==> config.mk <==
export PLATFORM = sky130hd
export DESIGN_NAME = if_id_reg_flat
export DESIGN_NICKNAME = d
export VERILOG_FILES = /design/src/rtl/mips_pkg.sv /design/src/rtl/if_id_reg_if.sv /design/src/rtl/fetch_exc_chk.sv /design/src/rtl/if_id_reg.sv /design/src/flat_wrapper.sv
export SDC_FILE = /design/constraint.sdc
export NUM_CORES = 1
export LEC_CHECK = 0
export ABC_AREA = 1
export BUFFER_PORTS_ARGS = -buffer_cell sky130_fd_sc_hd__buf_2
export CORE_MARGIN = 3
export CORE_UTILIZATION = 53
export CTS_BUF_LIST = sky130_fd_sc_hd__clkbuf_8
export DETAILED_ROUTE_END_ITERATION = 10
export PLACE_DENSITY = 0.86
export SYNTH_ARGS = -nofsm -noshare
export SYNTH_HDL_FRONTEND = slang
export SYNTH_SLANG_ARGS = --single-unit
export TNS_END_PERCENT = 1
==> constraint.sdc <==
create_clock -name Clk -period 7 [get_ports Clk]
set_clock_uncertainty 0.05 [all_clocks]
set_input_delay 1.4 -clock Clk [delete_from_list [all_inputs] [get_ports Clk]]
set_output_delay 1.4 -clock Clk [all_outputs]
set_load 0.005 [all_outputs]
==> src/rtl/mips_pkg.sv <==
// Shared definitions for the five-stage MIPS core.
// Address map, exception codes and inter-stage bundles.
package mips_pkg;

  localparam logic [31:0] PC_RESET = 32'h0000_3000;
  localparam logic [31:0] IM_LO    = 32'h0000_3000;
  localparam logic [31:0] IM_HI    = 32'h0000_6FFC;

  localparam logic [4:0] EXC_NONE = 5'd0;
  localparam logic [4:0] EXC_ADEL = 5'd4;
  localparam logic [4:0] EXC_RI   = 5'd10;
  localparam logic [4:0] EXC_OV   = 5'd12;

  localparam logic [31:0] NOP = 32'h0;

  typedef struct packed {
    logic [31:0] instr;
    logic [31:0] pc;
    logic [31:0] pc8;
    logic        bd;
    logic [4:0]  exc;
    logic        valid;
  } if_id_t;

endpackage

==> src/rtl/if_id_reg_if.sv <==
// Fetch-to-decode bundle: F-side inputs, D-side outputs.
// master drives F and watches D; slave is the pipeline register.
interface if_id_reg_if;
  logic        Stall;
  logic        Flush;
  logic [31:0] Instr_F;
  logic [31:0] PC_F;
  logic [31:0] PC8_F;
  logic        BD_F;
  logic [31:0] Instr_D;
  logic [31:0] PC_D;
  logic [31:0] PC8_D;
  logic        BD_D;
  logic [4:0]  ExcCode_D;
  logic        Valid_D;
  logic [15:0] StallCnt;

  modport master (
    output Stall, Flush, Instr_F, PC_F, PC8_F, BD_F,
    input  Instr_D, PC_D, PC8_D, BD_D,
    input  ExcCode_D, Valid_D, StallCnt
  );

  modport slave (
    input  Stall, Flush, Instr_F, PC_F, PC8_F, BD_F,
    output Instr_D, PC_D, PC8_D, BD_D,
    output ExcCode_D, Valid_D, StallCnt
  );
endinterface

==> src/rtl/fetch_exc_chk.sv <==
// Address-error classifier: misaligned or outside [LO, HI].
// Bounds are parameters so the M stage can reuse it for data.
module fetch_exc_chk
  import mips_pkg::*;
#(
  parameter logic [31:0] LO   = mips_pkg::IM_LO,
  parameter logic [31:0] HI   = mips_pkg::IM_HI,
  parameter logic [4:0]  CODE = mips_pkg::EXC_ADEL
) (
  input  logic [31:0] pc,
  output logic        adel,
  output logic [4:0]  exc_code
);

  always_comb begin
    adel = (pc[1:0] != 2'b00) || (pc < LO) || (pc > HI);
    exc_code = adel ? CODE : EXC_NONE;
  end

endmodule

==> src/rtl/if_id_reg.sv <==
// IF/ID pipeline register with fetch AdEL check,
// stall hold, flush bubble and saturating stall counter.
module if_id_reg
  import mips_pkg::*;
#(
  parameter logic [31:0] PC_RESET = mips_pkg::PC_RESET,
  parameter logic [31:0] IM_LO    = mips_pkg::IM_LO,
  parameter logic [31:0] IM_HI    = mips_pkg::IM_HI,
  parameter logic [4:0]  EXC_ADEL = mips_pkg::EXC_ADEL
) (
  input logic         Clk,
  input logic         Rst,
  if_id_reg_if.slave  bus
);

  localparam if_id_t RST_VAL = '{
    instr: NOP,
    pc:    PC_RESET,
    pc8:   PC_RESET + 32'd8,
    bd:    1'b0,
    exc:   EXC_NONE,
    valid: 1'b0
  };

  if_id_t      ifid_q, ifid_d;
  logic [15:0] stall_cnt_q, stall_cnt_d;
  logic        adel;
  logic [4:0]  adel_code;

  fetch_exc_chk #(
    .LO   (IM_LO),
    .HI   (IM_HI),
    .CODE (EXC_ADEL)
  ) u_chk (
    .pc       (bus.PC_F),
    .adel     (adel),
    .exc_code (adel_code)
  );

  always_comb begin
    ifid_d = ifid_q;
    if (bus.Flush) begin
      ifid_d.instr = NOP;
      ifid_d.pc    = bus.PC_F;
      ifid_d.pc8   = bus.PC8_F;
      ifid_d.bd    = 1'b0;
      ifid_d.exc   = EXC_NONE;
      ifid_d.valid = 1'b0;
    end else if (!bus.Stall) begin
      // a faulting fetch becomes a nop that still carries its PC
      ifid_d.instr = adel ? NOP : bus.Instr_F;
      ifid_d.pc    = bus.PC_F;
      ifid_d.pc8   = bus.PC8_F;
      ifid_d.bd    = bus.BD_F;
      ifid_d.exc   = adel_code;
      ifid_d.valid = 1'b1;
    end
  end

  always_comb begin
    stall_cnt_d = stall_cnt_q;
    if (bus.Stall && !bus.Flush && stall_cnt_q != 16'hFFFF)
      stall_cnt_d = stall_cnt_q + 16'd1;
  end

  always_ff @(posedge Clk or posedge Rst) begin
    if (Rst) begin
      ifid_q      <= RST_VAL;
      stall_cnt_q <= 16'd0;
    end else begin
      ifid_q      <= ifid_d;
      stall_cnt_q <= stall_cnt_d;
    end
  end

  assign bus.Instr_D   = ifid_q.instr;
  assign bus.PC_D      = ifid_q.pc;
  assign bus.PC8_D     = ifid_q.pc8;
  assign bus.BD_D      = ifid_q.bd;
  assign bus.ExcCode_D = ifid_q.exc;
  assign bus.Valid_D   = ifid_q.valid;
  assign bus.StallCnt  = stall_cnt_q;

endmodule
==> src/flat_wrapper.sv <==
// flat-port wrapper written by rule: the top's interface ports become plain ports
module if_id_reg_flat import mips_pkg::*;
#(
  parameter logic [31:0] PC_RESET = mips_pkg::PC_RESET,
  parameter logic [31:0] IM_LO    = mips_pkg::IM_LO,
  parameter logic [31:0] IM_HI    = mips_pkg::IM_HI,
  parameter logic [4:0]  EXC_ADEL = mips_pkg::EXC_ADEL
)
  (Clk, Rst, bus_Stall, bus_Flush, bus_Instr_F, bus_PC_F, bus_PC8_F, bus_BD_F, bus_Instr_D, bus_PC_D, bus_PC8_D, bus_BD_D, bus_ExcCode_D, bus_Valid_D, bus_StallCnt);
  if_id_reg_if bus_i ();
  input logic Clk;
  input logic Rst;
  input wire logic [$bits(bus_i.Stall)-1:0] bus_Stall;
  input wire logic [$bits(bus_i.Flush)-1:0] bus_Flush;
  input wire logic [$bits(bus_i.Instr_F)-1:0] bus_Instr_F;
  input wire logic [$bits(bus_i.PC_F)-1:0] bus_PC_F;
  input wire logic [$bits(bus_i.PC8_F)-1:0] bus_PC8_F;
  input wire logic [$bits(bus_i.BD_F)-1:0] bus_BD_F;
  output wire logic [$bits(bus_i.Instr_D)-1:0] bus_Instr_D;
  output wire logic [$bits(bus_i.PC_D)-1:0] bus_PC_D;
  output wire logic [$bits(bus_i.PC8_D)-1:0] bus_PC8_D;
  output wire logic [$bits(bus_i.BD_D)-1:0] bus_BD_D;
  output wire logic [$bits(bus_i.ExcCode_D)-1:0] bus_ExcCode_D;
  output wire logic [$bits(bus_i.Valid_D)-1:0] bus_Valid_D;
  output wire logic [$bits(bus_i.StallCnt)-1:0] bus_StallCnt;
  assign bus_i.Stall = bus_Stall;
  assign bus_i.Flush = bus_Flush;
  assign bus_i.Instr_F = bus_Instr_F;
  assign bus_i.PC_F = bus_PC_F;
  assign bus_i.PC8_F = bus_PC8_F;
  assign bus_i.BD_F = bus_BD_F;
  assign bus_Instr_D = bus_i.Instr_D;
  assign bus_PC_D = bus_i.PC_D;
  assign bus_PC8_D = bus_i.PC8_D;
  assign bus_BD_D = bus_i.BD_D;
  assign bus_ExcCode_D = bus_i.ExcCode_D;
  assign bus_Valid_D = bus_i.Valid_D;
  assign bus_StallCnt = bus_i.StallCnt;
  if_id_reg #(.PC_RESET(PC_RESET), .IM_LO(IM_LO), .IM_HI(IM_HI), .EXC_ADEL(EXC_ADEL)) u_core (.Clk(Clk), .Rst(Rst), .bus(bus_i));
endmodule
==> results of run 1 <==
cells by family (layout without fill, tap and decap cells):
group	after synthesis	after routing	share of synthesized area, %
AO/OA/AOI/OAI	16	16	2.16
XOR/XNOR	5	5	0.888
adder cells (fa/ha/maj)	1	1	0.254
buffers and inverters	49	269	4.74
flip-flops	115	115	58.5
other	1	4	0.0760
AND/OR/NAND/NOR	407	407	33.4
final timing paths:
check	from	endpoint	slack, ps	cells past startpoint
max	bus_Flush	u_core.bus.StallCnt[8]	3330	7
min	u_core.bus.PC8_D[3]	u_core.bus.PC8_D[3]	420	2
max reg2reg	u_core.bus.StallCnt[0]	u_core.bus.StallCnt[8]	5230	8
min reg2reg	u_core.bus.PC8_D[3]	u_core.bus.PC8_D[3]	420	2
max in group asynchronous	Rst	u_core.bus.PC8_D[28]	4610	3
min in group asynchronous	Rst	u_core.bus.Instr_D[22]	1010	2
metrics by stage:
step,hold WS (ps),setup slack (ps)
2_1_floorplan,406,2510
3_3_place_gp,404,3010
3_5_place_dp,410,2920
4_1_cts,424,3350
5_1_grt,446,3030
6_report,424,3330
final cells by class:
class                   count  area [sq um]  share of cell area [%]
clock buffers              19           262                    4.06
clock inverters            13           159                    2.47
inverters                  20          77.6                    1.20
multi-input cells         433          1830                    28.4
flip-flops and latches    115          2880                    44.8
well taps                 108           135                    2.10
repair buffers            217          1090                    16.9
cell usage after synthesis (2+ instances only):
| master | count | area share [%] |
|---|---|---|
| buf_2 | 16 | 1.6 |
| buf_4 | 4 | 0.61 |
| buf_6 | 2 | 0.46 |
| clkbuf_1 | 7 | 0.53 |
| dfrtp_1 | 110 | 56 |
| dfstp_2 | 5 | 2.7 |
| inv_1 | 17 | 1.3 |
| inv_2 | 3 | 0.23 |
| nand2_1 | 322 | 24 |
| nand3_1 | 40 | 4.1 |
| nand4_1 | 5 | 0.63 |
| nor2_1 | 29 | 2.2 |
| nor2_2 | 2 | 0.25 |
| nor2_4 | 4 | 0.91 |
| o21ai_0 | 5 | 0.51 |
| o21ai_1 | 6 | 0.61 |
| o21ai_2 | 3 | 0.53 |
| xnor2_1 | 3 | 0.53 |
| xor2_1 | 2 | 0.36 |
per-layer routing:
layer / wire [microns] / vias to the layer above
met2: 6670 / 207
met3: 1120 / 17
met1: 5020 / 2165
met5: 0 / -
met4: 216 / 0
li1: - / 2244
report_power, final:
part / switching [uW] / total (uW) / internal (uW)
logic: 115 / 204 / 88.2
registers: 41.7 / 755 / 714
clock network: 274 / 644 / 370
total: 431 / 1600 / 1170
registers in the layout, summed over array words and instances, names as in the netlist:
signal                flops
u_core.bus.StallCnt      16
u_core.bus.Valid_D        1
u_core.bus.PC_D          32
u_core.bus.Instr_D       32
u_core.bus.ExcCode_D      1
u_core.bus.PC8_D         32
u_core.bus.BD_D           1
critical path, cell delays in order:
cell,delay (ps)
buf_2,130
nor2_4,90
buf_4,740
inv_2,690
nor2_4,600
nand2_1,120
o21ai_1,100
==> impl_results.md, run 1 <==
* Max Slew Vio Count at 0
* Design area at around 6400 sq um
* Total die area at 10500 sq um
* Ys flop type: dfrtp_1
* Num rows at 34
* CP arrival at 3940 ps
* Core area at around 8900 sq um
* Total grt overflow at 0
* Worst-path fanout max at 103
* CTS tree: built
* YS warnings at 0
* Cell variety after synth at 28
* Port bufs at roughly 220
* Hold WC Path Type: flip-flop to flip-flop
* Pwr dens at 249 nW/um^2
* Crit. End Element: flip-flop
* N_diodes at 0
* Vias in the first global route at 4470
* Number of synthesized flops with an enable pin at 0
* Final min period at 3670 ps
* Commonest non-fill, non-tap cell in the layout: nand2_1
* CTS Hold Bufs at 0
* Yosys reg bits at 115
* Final setup vio count at 0
* Mean Syn Cell Area at 8.31 sq um
* Top Usage Layer GRT: met2
* Dpl cell area at 6020 sq um
* First-pass GRT wire length at 20.7 mm
* Design Power at 1600 uW
* Peak Freq at 272 MHz
* Total GRT Usage at roughly 25%
* H-tree levels at 4
* Boundary Pins at 220
* Fraction of registers with async set/reset at 100%
* CTS clk-pin slew, worst paths at 70 ps
* # placed instances at 893
* Largest net degree at the start of global routing at 104
* Layout Utilization at 72.4%
* # nets final at between 900 and 1000
* Syn Inst Count at 594
* Lkg Pwr at between 0.003 and 0.004 uW
* Met1 Track Usage GR at 29.9%
* Part of the Yosys area used for sequential elements at 58.5%
* HPWL after DPL at 9.32 mm
* DIE WIDTH at 102 microns
* Area grow syn2layout at 30.5%
* DR WL/cell at 14.1 microns
* Layout fillers at 676
* Starting Density at 55.5%
* # resized after CTS at 0
* CTS Buf Count at 17
* Worst skew pair latency at 410 ps
* Final period util at a little over half
* CP Class: input pin to flip-flop
* Slew Limit Headroom at 16.7%
* Global Route met2 Usage at 43.9%
* Routed vias/inst at between 5 and 6
* Max IR drop VDD at 0.147 mV
* Worst slew pin tran at around 1200 ps
* DRC Markers at 0
* Vias after detailed routing at 4633
* WL final at around 13 mm
* Initial antenna violation count at 0
* Root buffer cell: clkbuf_8
* DR iter-0 viols at 182
* TNS Setup at 0 ps
* Clk sinks at 115
* GPL Wtd Cong at between 0.8 and 0.9
* GR met3 Demand/Resource at 7.71%
* Layout cells sized above 1 at 33.2%
* Startpoint Class: input pin
* CTS Buffer Depth at 2
* Status: complete, no violations
* Post-route ant nets at 0
* Final Non-Filler Cells at 925
* CP required at 7270 ps
* Final hold vios at 0
* Max-Cap Viols at 0
* Die Y at 102 microns
* Postcts setup bufs at 0
* Most frequent cells in the layout: 322 x nand2_1, 215 x buf_2, 110 x dfrtp_1
* Synth Cell Area at 4930 sq um
* RSZ-0062 raised after global routing: no
* First drt pass iteration count at 5
Power figures use the tool's default switching activity.
==> run 2: changes to the inputs <==
--- a/config.mk
+++ b/config.mk
@@ -8,10 +8,10 @@
 export ABC_AREA = 1
 export BUFFER_PORTS_ARGS = -buffer_cell sky130_fd_sc_hd__buf_2
 export CORE_MARGIN = 3
-export CORE_UTILIZATION = 53
+export CORE_UTILIZATION = 44
 export CTS_BUF_LIST = sky130_fd_sc_hd__clkbuf_8
 export DETAILED_ROUTE_END_ITERATION = 10
-export PLACE_DENSITY = 0.86
+export PLACE_DENSITY = 0.76
 export SYNTH_ARGS = -nofsm -noshare
 export SYNTH_HDL_FRONTEND = slang
 export SYNTH_SLANG_ARGS = --single-unit
==> constraint.sdc (replaced) <==
create_clock -name Clk -period 3.1 [get_ports Clk]
set_clock_uncertainty 0.05 [all_clocks]
set_input_delay 0.62 -clock Clk [delete_from_list [all_inputs] [get_ports Clk]]
set_output_delay 0.62 -clock Clk [all_outputs]
set_load 0.005 [all_outputs]
==> run 2 against run 1 <==
Cell count rose by 3.8%. First-iteration DRC count rose by 66%. Final area up 1.1%. Die area increased by 19%. Sequential share of layout area fell by 0.51 points. Global-route usage shrank 4.8 points. Clock power increased by 130%. Combinational power up 120%. Clock-buffer cell count down 2. Sequential power is 130% higher.
==> impl_results.md, run 2 (synthesized netlist as in run 1, its figures left out) <==
* Status: complete, no violations
* H-tree levels at 4 (unchanged)
* Crit. End Element: output pin
* CP arrival at 1080 ps (-2860 ps)
* Worst reg-to-reg setup slack at 1370 ps (-3860 ps)
* Area grow syn2layout at 32.0%
* CTS clk-pin slew, worst paths at 80 ps (about the same)
* Routed vias/inst at 4.64 (-7.4%)
* # placed instances at 928 (+3.9%)
* Largest net degree at the start of global routing at 116 (+12%)
* Vias after detailed routing at 4454 (-3.9%)
* Final hold vios at 0 (unchanged)
* Core area at 10900 sq um (+22%)
* Startpoint Class: flip-flop
* First drt pass iteration count at 4 (-1)
* CTS Buffer Depth at 2 (unchanged)
* CTS Buf Count at 17 (unchanged)
* RSZ-0062 raised after global routing: no
* Commonest non-fill, non-tap cell in the layout: nand2_1
* Initial antenna violation count at 0 (unchanged)
* WL final at 12.7 mm (-2.7%)
* Final Non-Filler Cells at 960 (+3.8%)
* Final min period at between 1500 and 2000 ps
* DRC Markers at 0 (unchanged)
* Layout cells sized above 1 at 33.4% (+0.24 points)
* Worst skew pair latency at 420 ps (about the same)
* N_diodes at 0 (unchanged)
* # nets final at 909 (+0.33%)
* Total grt overflow at 0 (unchanged)
* Peak Freq at approximately 570 MHz
* Pwr dens at 556 nW/um^2 (+120%)
* Max Slew Vio Count at 0 (unchanged)
* Slowest CP cell: dfrtp_1
* Final setup vio count at 0 (unchanged)
* TNS Setup at 0 ps (unchanged)
* Most frequent cells in the layout: 322 x nand2_1, 215 x buf_2, 110 x dfrtp_1
* CTS Hold Bufs at 0 (unchanged)
* Lkg Pwr at 0.00375 uW (+0.59%)
* Total die area at 12500 sq um (+19%)
* Max-Cap Viols at 0 (unchanged)
* Post-route ant nets at 0 (unchanged)
* HPWL after DPL at 8.76 mm (-6.0%)
* GPL Wtd Cong at 0.804 (-3.5%)
* DIE WIDTH at 112 microns (+9.2%)
* # resized after CTS at 0 (unchanged)
* CP required at 2430 ps (-4840 ps)
* Boundary Pins at 220 (unchanged)
* CTS tree: built
* Num rows at 38 (+12%)
* Starting Density at 45.3% (-10 points)
* Final period util at ~56%
* Worst slew pin tran at 620 ps (-628 ps)
* Worst-path fanout max at 7 (-93%)
* Total GRT Usage at 20.6% (-4.8 points)
* CP delay by family, top: flip-flops
* First-pass GRT wire length at 20.9 mm (+0.80%)
* Max incr delay on CP at 490 ps (-250 ps)
* Clk sinks at 115 (unchanged)
* Critical path depth at 1 (-6)
* DR iter-0 viols at 303 (+66%)
* Root buffer cell: clkbuf_8
* Hold WC Path Type: input pin to asynchronous set/reset pin
* Die Y at 112 microns (+9.2%)
* Postcts setup bufs at 0 (unchanged)
* Reg2Reg Depth at 8 (unchanged)
* Vias in the first global route at 4400 (-1.6%)
* Slew Limit Headroom at 58.7% (+42 points)
* CP Class: flip-flop to output pin
* Port bufs at 215 (unchanged)
* Worst-path cell chain: buf_2
* DR WL/cell at 13.2 microns (-6.3%)
* Crit path buffers/inverters at 1 (-2)
* Max IR drop VDD at 0.325 mV (+120%)
-- run 2: changes by cell type in the layout (fill, tap and decap cells not counted) --
cell        before  now
clkinv_2         2    1
clkinv_4         1    5
clkinvlp_4       5    3
inv_6            1    3
clkbuf_8        19   17
buf_12           0    1
inv_4            1    0
buf_4            2    4
-- run 2: cell type report --
type                            instances  area (sq um)
Fill cell                             970          4370
Sequential cell                       115          2880
Multi-Input combinational cell        433          1830
Timing Repair Buffer                  220          1130
Clock buffer                           17           234
Clock inverter                         15           184
Tap cell                              140           175
Inverter                               20          78.8
-- run 2: routing by layer --
| layer | routed length [microns] | up-vias | GRT usage (%) |
|---|---|---|---|
| met1 | 5370 | 2027 | 25.7 |
| met3 | 1110 | 15 | 8.86 |
| met2 | 5990 | 165 | 32.8 |
| met4 | 199 | 0 | 5.92 |
| met5 | 0 | - | 0 |
| li1 | - | 2247 | - |
-- run 2: worst register-to-register path, delay by kind of cell (launching register included) --
kind	cells	cell delay (ps)
AND/OR/NAND/NOR	5	700
adder cells (fa/ha/maj)	1	300
buffers and inverters	1	100
flip-flops	1	430
AO/OA/AOI/OAI	1	70
-- run 2: worst paths after layout --
path | start | endpoint
min in group Clk | bus_PC8_F[2] | u_core.bus.PC8_D[2]
worst max-delay path | u_core.bus.StallCnt[2] | bus_StallCnt[2]
max in group asynchronous | Rst | u_core.bus.PC_D[20]
worst max register to register | u_core.bus.StallCnt[0] | u_core.bus.StallCnt[3]
worst min register to register | u_core.bus.PC_D[12] | u_core.bus.PC_D[12]
worst min-delay path | Rst | u_core.bus.StallCnt[9]
-- run 2: metrics by stage --
stage / setup slack, ps / power (uW) / cell area (sq um) / hold WS (ps) / utilization, %
finish: 1350 / 3620 / 6510 / 315 / 59.8
global route: 1230 / 3830 / 6510 / 304 / 59.8
CTS: 1330 / 3670 / 6510 / 310 / 59.8
detailed placement: 1090 / 2190 / 6100 / 405 / 56.0
global placement: 1150 / 2180 / 6100 / 405 / 56.0
floorplan: 1030 / 1960 / 4950 / 406 / -
-- run 2: power breakdown --
group,total [uW],internal [uW],switching [uW]
clock,1460,804,659
sequential,1710,1610,94.4
combinational,455,201,254
